===== config.mk =====
export PLATFORM = sky130hd
export DESIGN_NAME = tilemapram_arbiter
export DESIGN_NICKNAME = d
export VERILOG_FILES = /design/src/rtl/tilemap_pkg.sv /design/src/rtl/tilemapram_arb_pick.sv /design/src/rtl/tilemapram_arbiter.sv
export SDC_FILE = /design/constraint.sdc
export NUM_CORES = 1
export LEC_CHECK = 0
export CAP_MARGIN = 20
export CORE_AREA = 8 8 85 87
export DETAILED_ROUTE_END_ITERATION = 10
export DIE_AREA = 0 0 93 95
export GPL_TIMING_DRIVEN = 1
export HOLD_SLACK_MARGIN = 0.15
export PLACE_DENSITY = 0.77
export SLEW_MARGIN = 10
export SYNTH_ARGS = -nofsm -noshare
export SYNTH_HDL_FRONTEND = slang
export SYNTH_SLANG_ARGS = --single-unit
export TNS_END_PERCENT = 5

===== constraint.sdc =====
create_clock -name clk -period 3.55 [get_ports clk]
set_input_delay 0.71 -clock clk [delete_from_list [all_inputs] [get_ports clk]]
set_output_delay 0.71 -clock clk [all_outputs]
set_load 0.1 [all_outputs]

===== src/rtl/tilemap_pkg.sv =====
// Shared definitions for the tilemap index RAM arbiter: owner encoding and geometry.
package tilemap_pkg;

    localparam int TILEMAP_ADDR_W  = 10;
    localparam int TILEMAP_DATA_W  = 8;
    localparam int TILEMAP_CELLS_X = 22;
    localparam int TILEMAP_CELLS_Y = 17;

    typedef logic [1:0] owner_t;

    localparam owner_t OWN_NONE = 2'd0;
    localparam owner_t OWN_VID  = 2'd1;
    localparam owner_t OWN_CPU  = 2'd2;
    localparam owner_t OWN_ENG  = 2'd3;

    // Bit positions inside the one-hot grant vector
    localparam int GNT_VID = 0;
    localparam int GNT_CPU = 1;
    localparam int GNT_ENG = 2;

endpackage


===== src/rtl/tilemapram_arb_pick.sv =====
// Combinational priority pick: video > CPU > engine, engine jumps the CPU when starved.
module tilemapram_arb_pick
    import tilemap_pkg::*;
(
    input  logic       vid_elig,
    input  logic       cpu_elig,
    input  logic       eng_elig,
    input  logic       starve_hit,
    output logic [2:0] grant
);

    always_comb begin
        grant = '0;
        if (vid_elig) begin
            grant[GNT_VID] = 1'b1;
        end else if (eng_elig && starve_hit) begin
            grant[GNT_ENG] = 1'b1;
        end else if (cpu_elig) begin
            grant[GNT_CPU] = 1'b1;
        end else if (eng_elig) begin
            grant[GNT_ENG] = 1'b1;
        end
    end

endmodule


===== src/rtl/tilemapram_arbiter.sv =====
// Three-way arbiter for the single-port tilemap index RAM with one-cycle read latency.
// Optional wait statistics enabled by defining TILEMAPRAM_ARB_STATS_EN.
module tilemapram_arbiter
    import tilemap_pkg::*;
#(
    parameter int ADDR_W       = TILEMAP_ADDR_W,
    parameter int DATA_W       = TILEMAP_DATA_W,
    parameter int STARVE_LIMIT = 8
) (
    input  logic              clk,
    input  logic              reset,
    input  logic              vid_req,
    input  logic [ADDR_W-1:0] vid_addr,
    output logic              vid_valid,
    output logic [DATA_W-1:0] vid_dout,
    input  logic              cpu_req,
    input  logic              cpu_we,
    input  logic [ADDR_W-1:0] cpu_addr,
    input  logic [DATA_W-1:0] cpu_din,
    output logic              cpu_ack,
    output logic [DATA_W-1:0] cpu_dout,
    input  logic              eng_req,
    input  logic              eng_we,
    input  logic [ADDR_W-1:0] eng_addr,
    input  logic [DATA_W-1:0] eng_din,
    output logic              eng_ack,
    output logic [DATA_W-1:0] eng_dout,
    output logic [ADDR_W-1:0] ram_addr,
    output logic              ram_we,
    output logic [DATA_W-1:0] ram_din,
    input  logic [DATA_W-1:0] ram_dout
`ifdef TILEMAPRAM_ARB_STATS_EN
    ,
    input  logic              stat_clr,
    output logic [15:0]       stat_cpu_wait,
    output logic [15:0]       stat_eng_wait
`endif
);

    localparam logic [7:0] STARVE_MAX = 8'(STARVE_LIMIT);

    owner_t            owner_p0;
    owner_t            owner_p1;
    logic [7:0]        starve_cnt;
    logic [ADDR_W-1:0] addr_hold_p1;
    logic [DATA_W-1:0] vid_dout_p1;
    logic [DATA_W-1:0] cpu_dout_p1;
    logic [DATA_W-1:0] eng_dout_p1;
    logic              vid_elig;
    logic              cpu_elig;
    logic              eng_elig;
    logic              starve_hit;
    logic [2:0]        grant;

    // The port being acked this cycle may not be granted again until next cycle
    assign vid_elig   = vid_req & ~reset;
    assign cpu_elig   = cpu_req & ~reset & (owner_p1 != OWN_CPU);
    assign eng_elig   = eng_req & ~reset & (owner_p1 != OWN_ENG);
    assign starve_hit = (starve_cnt == STARVE_MAX);

    tilemapram_arb_pick u_pick (
        .vid_elig   (vid_elig),
        .cpu_elig   (cpu_elig),
        .eng_elig   (eng_elig),
        .starve_hit (starve_hit),
        .grant      (grant)
    );

    // Stage p0: grant cycle, winner drives the RAM
    always_comb begin
        owner_p0 = OWN_NONE;
        ram_addr = addr_hold_p1;
        ram_we   = 1'b0;
        ram_din  = '0;
        if (grant[GNT_VID]) begin
            owner_p0 = OWN_VID;
            ram_addr = vid_addr;
        end else if (grant[GNT_CPU]) begin
            owner_p0 = OWN_CPU;
            ram_addr = cpu_addr;
            ram_we   = cpu_we;
            ram_din  = cpu_din;
        end else if (grant[GNT_ENG]) begin
            owner_p0 = OWN_ENG;
            ram_addr = eng_addr;
            ram_we   = eng_we;
            ram_din  = eng_din;
        end
        if (reset) begin
            ram_addr = '0;
        end
    end

    // Stage p1: ack cycle, owner sees registered RAM data
    assign vid_valid = ~reset & (owner_p1 == OWN_VID);
    assign cpu_ack   = ~reset & (owner_p1 == OWN_CPU);
    assign eng_ack   = ~reset & (owner_p1 == OWN_ENG);

    assign vid_dout = reset ? '0 : (vid_valid ? ram_dout : vid_dout_p1);
    assign cpu_dout = reset ? '0 : (cpu_ack   ? ram_dout : cpu_dout_p1);
    assign eng_dout = reset ? '0 : (eng_ack   ? ram_dout : eng_dout_p1);

    always_ff @(posedge clk) begin
        if (reset) begin
            owner_p1     <= OWN_NONE;
            starve_cnt   <= '0;
            addr_hold_p1 <= '0;
            vid_dout_p1  <= '0;
            cpu_dout_p1  <= '0;
            eng_dout_p1  <= '0;
        end else begin
            owner_p1    <= owner_p0;
            vid_dout_p1 <= vid_dout;
            cpu_dout_p1 <= cpu_dout;
            eng_dout_p1 <= eng_dout;
            if (|grant) begin
                addr_hold_p1 <= ram_addr;
            end
            if (!eng_req || grant[GNT_ENG]) begin
                starve_cnt <= '0;
            end else if (eng_elig && (starve_cnt != STARVE_MAX)) begin
                starve_cnt <= starve_cnt + 8'd1;
            end
        end
    end

`ifdef TILEMAPRAM_ARB_STATS_EN
    always_ff @(posedge clk) begin
        if (reset || stat_clr) begin
            stat_cpu_wait <= '0;
            stat_eng_wait <= '0;
        end else begin
            if (cpu_elig && !grant[GNT_CPU] && (stat_cpu_wait != 16'hFFFF)) begin
                stat_cpu_wait <= stat_cpu_wait + 16'd1;
            end
            if (eng_elig && !grant[GNT_ENG] && (stat_eng_wait != 16'hFFFF)) begin
                stat_eng_wait <= stat_eng_wait + 16'd1;
            end
        end
    end
`endif

endmodule


==> summary.md <==
| Metric | Value |
|---|---|
| Post-synth EDFFs | 0 |
| DIE AREA | 8840 um2 |
| CTS Buf Count | 5 |
| Total track usage | 15.9% |
| CTS tree | built |
| P_sw | 0.476 mW |
| Dpl hpwl | 5.57 mm |
| Cell row count | 28 |
| Yosys Warn Count | 0 |
| PwrDens | 366 nW/um2 |
| Io pins | 107 |
| Clk pwr share | 24.7% |
| Final hold viol count | 0 |
| Max Cap Violations | 0 |
| Layout area overhead | 57.0% |
| Initial Util | 39.5% |
| Cells along the critical path | clkdlybuf4s50_1 > or3b_4 > a2111oi_4 > buf_4 > a22o_1 > a211o_1 > buf_12 |
| Slew headroom | 47.5% |
| Fin crit period | 3450 ps |
| Global routing usage on met1 | 17.5% |
| R2R Setup Slk | 1350 ps |
| Routing layer with the top usage in global route | met2 |
| Core area | 5820 um2 |
| DRC viols | 0 |
| GR Util met3 | 8.89% |
| Status | finished clean |
| Worst path max stage delay | 480 ps |
| Clk_skew | 5.38 ps |
| Hold-fix buffers, CTS | 0 |
| Setup bufs post-CTS | 0 |
| Met2 usage | 25.9% |
| Global-route wire length before repair | 11.4 mm |
| Routed len/inst | 15.5 um |
| Kind of critical path | input port to output pin |
| Layout cell share with drive strength beyond 1 | 19.2% |
| Post-CTS sizing | 1 |
| Setup TNS Final | 0 ps |
| Worst-path maximum fanout | 10 |
| Min-Delay Path Class | register to register |
| Gp weighted congestion | 0.796 |
| Main synth FF type | dfxtp_1 |
| Sequential power share | 39.8% |
| Slew Limit Fails | 0 |
| Startpoint Class | input port |
| Synth top area share | 38.3% |
| Leakage | 1.50 nW |
| Post-Syn Instances | 283 |
| Setup Viol. Count Final | 0 |
| Req. time, crit path | 2840 ps |
| Vias | 2434 |
| Fin util | 62.0% |
| F_max | 0.290 GHz |
| Hold_ws | 466 ps |
| Worst reg2reg endpoint | starve_cnt[1] |
| 1st-iter DRT viols | 84 |
| Arrival @ worst endpoint | 2740 ps |
| RSZ-0062 raised after global routing | false |
| Die height | 95 um |
| Fillcell total | 527 |
| #FFs+latches synth | 44 |
| Clock Pin Slew Worst Setup and Hold Paths | 80 ps |
| Logic pwr share | 35.5% |
| Die width | 93 um |
| Largest net degree at the start of global routing | 55 |
| Reg-to-Reg Start | starve_cnt[0] |
| Worst Hold Path EP | cpu_dout_p1[5] |
| Diodes inserted | 0 |
| Post-Route WL | 7.09 mm |
| Top cells by area, synth | dfxtp_1 (38%), a21oi_1 (11%), nand2_1 (8.2%) |
| Vias in the first global route | 2491 |
| Hold Startpoint | cpu_dout_p1[5] |
| Crit. End Element | output pin |
| Clock tree buffer depth | 2 |
| Distinct cells, synth | 38 |
| CP max-delay cell | clkdlybuf4s50_1 |
| Yosys top cell by area | dfxtp_1 |
| Cell-internal power | 0.842 mW |
| Drt first pass iters | 4 |
| Final period util | 97.1% |
| Synth top cells by count | a21oi_1 (51), nand2_1 (50), dfxtp_1 (44) |
| Final Net Count | 443 |
| Clock latency on the worst-skew pair | 290 ps |
| Grt ovf | 0 |
| Most common cell in the netlist | a21oi_1 |
| FF-to-FF path depth | 6 |
| Initial antenna violation count | 0 |
| Synthesized area | 2300 um2 |
| Share of flip-flops with an asynchronous set or reset | 0% |
| Syn nets | 346 |
| Register area share after synthesis | 38.3% |
| Sw Ratio | 36.1% |
| CTS sink cnt | 44 |
| Port bufs | 106 |
| Worst Hold Depth | 2 |
| Htree depth | 2 |
| Root buffer cell | clkbuf_8 |
| Routed Antenna Nets | 0 |
| Routed vias/inst | 5.34 |
| Syn avg cell area | 8.12 um2 |
| Max VDD drop | 0.210 mV |
| Worst slew pin tran | 786 ps |
## critical path, delay by kind of cell
kind                   cells  cell delay [ps]
buffers and inverters      3              890
AND/OR/NAND/NOR            1              430
AO/OA/AOI/OAI              3              700
## cell families (layout without fill, tap and decap cells)
| family | after synthesis | after routing | synth area share, % |
|---|---|---|---|
| compound gates | 99 | 99 | 31.0 |
| fa+ha+maj | 2 | 2 | 1.09 |
| mux | 1 | 1 | 0.436 |
| xor+xnor | 5 | 5 | 1.91 |
| flops | 44 | 44 | 38.3 |
| buf+inv | 27 | 125 | 5.66 |
| simple gates | 105 | 105 | 21.6 |
## cells in the final DEF (no fill, tap or decap), types with 2 or more instances in the layout
cell type	netlist	final
buf_4	1	34
nand3_1	14	14
xnor2_1	5	5
a22o_1	19	19
nor3_1	3	3
ha_1	2	2
clkbuf_8	0	6
nor2_1	21	20
clkinv_2	0	2
o211a_1	2	2
a211o_1	20	20
nor4_1	2	2
dfxtp_1	44	44
a21oi_1	51	51
nor2b_1	3	3
inv_1	4	4
nand2b_1	2	2
nand2_1	50	50
clkdlybuf4s50_1	0	59
buf_12	0	19
## final cells by class
class / count / area [um2] / share of cell area [%]
inverter: 4 / 15.0 / 0.416
timing repair buffer: 113 / 1230 / 34.1
tap: 75 / 93.8 / 2.60
clock buffer: 6 / 82.6 / 2.29
multi-input combinational: 212 / 1290 / 35.9
sequential: 44 / 881 / 24.4
clock inverter: 2 / 10.0 / 0.277
## sequential cells by signal (all words and copies together) (netlist names)
register and flops:
cpu_dout_p1 8, owner_p1 2, vid_dout_p1 8, eng_dout_p1 8, starve_cnt 8, addr_hold_p1 10
## stage by stage
stage | cell area, um2 | worst slack (ps) | total power, mW | instances
floorplan | 2300 | 0.940 | 0.829 | 283
global placement | 3510 | -31.9 | 1.00 | 448
detailed placement | 3510 | -69.3 | 1.01 | 448
CTS | 3610 | 86.6 | 1.33 | 456
global route | 3610 | 1.73 | 1.38 | 456
finish | 3610 | 103 | 1.32 | 456
## per-layer routing
metal	routed length (um)	vias to the layer above
met4	30	0
met3	918	2
met1	2900	1124
met5	0	-
li1	-	1207
met2	3240	101
## worst max-delay path by stage
stage | from | endpoint | slack, ps | depth (start not counted)
2_1_floorplan | reset | eng_dout[0] | 0.9 | 4
3_3_place_gp | eng_req | ram_we | -30 | 6
4_1_cts | eng_req | ram_addr[0] | 90 | 7
5_1_grt | eng_req | ram_addr[0] | 2 | 7
3_5_place_dp | eng_req | ram_din[5] | -70 | 6
6_report | eng_req | ram_addr[0] | 100 | 7
## power by group through the flow
stage | clock network, mW | logic (mW) | registers [mW]
floorplan | 0 | 0.297 | 0.531
global placement | 0 | 0.466 | 0.535
detailed placement | 0 | 0.470 | 0.536
CTS | 0.339 | 0.471 | 0.524
global route | 0.359 | 0.491 | 0.527
finish | 0.326 | 0.469 | 0.524
Power figures use the tool's default switching activity.
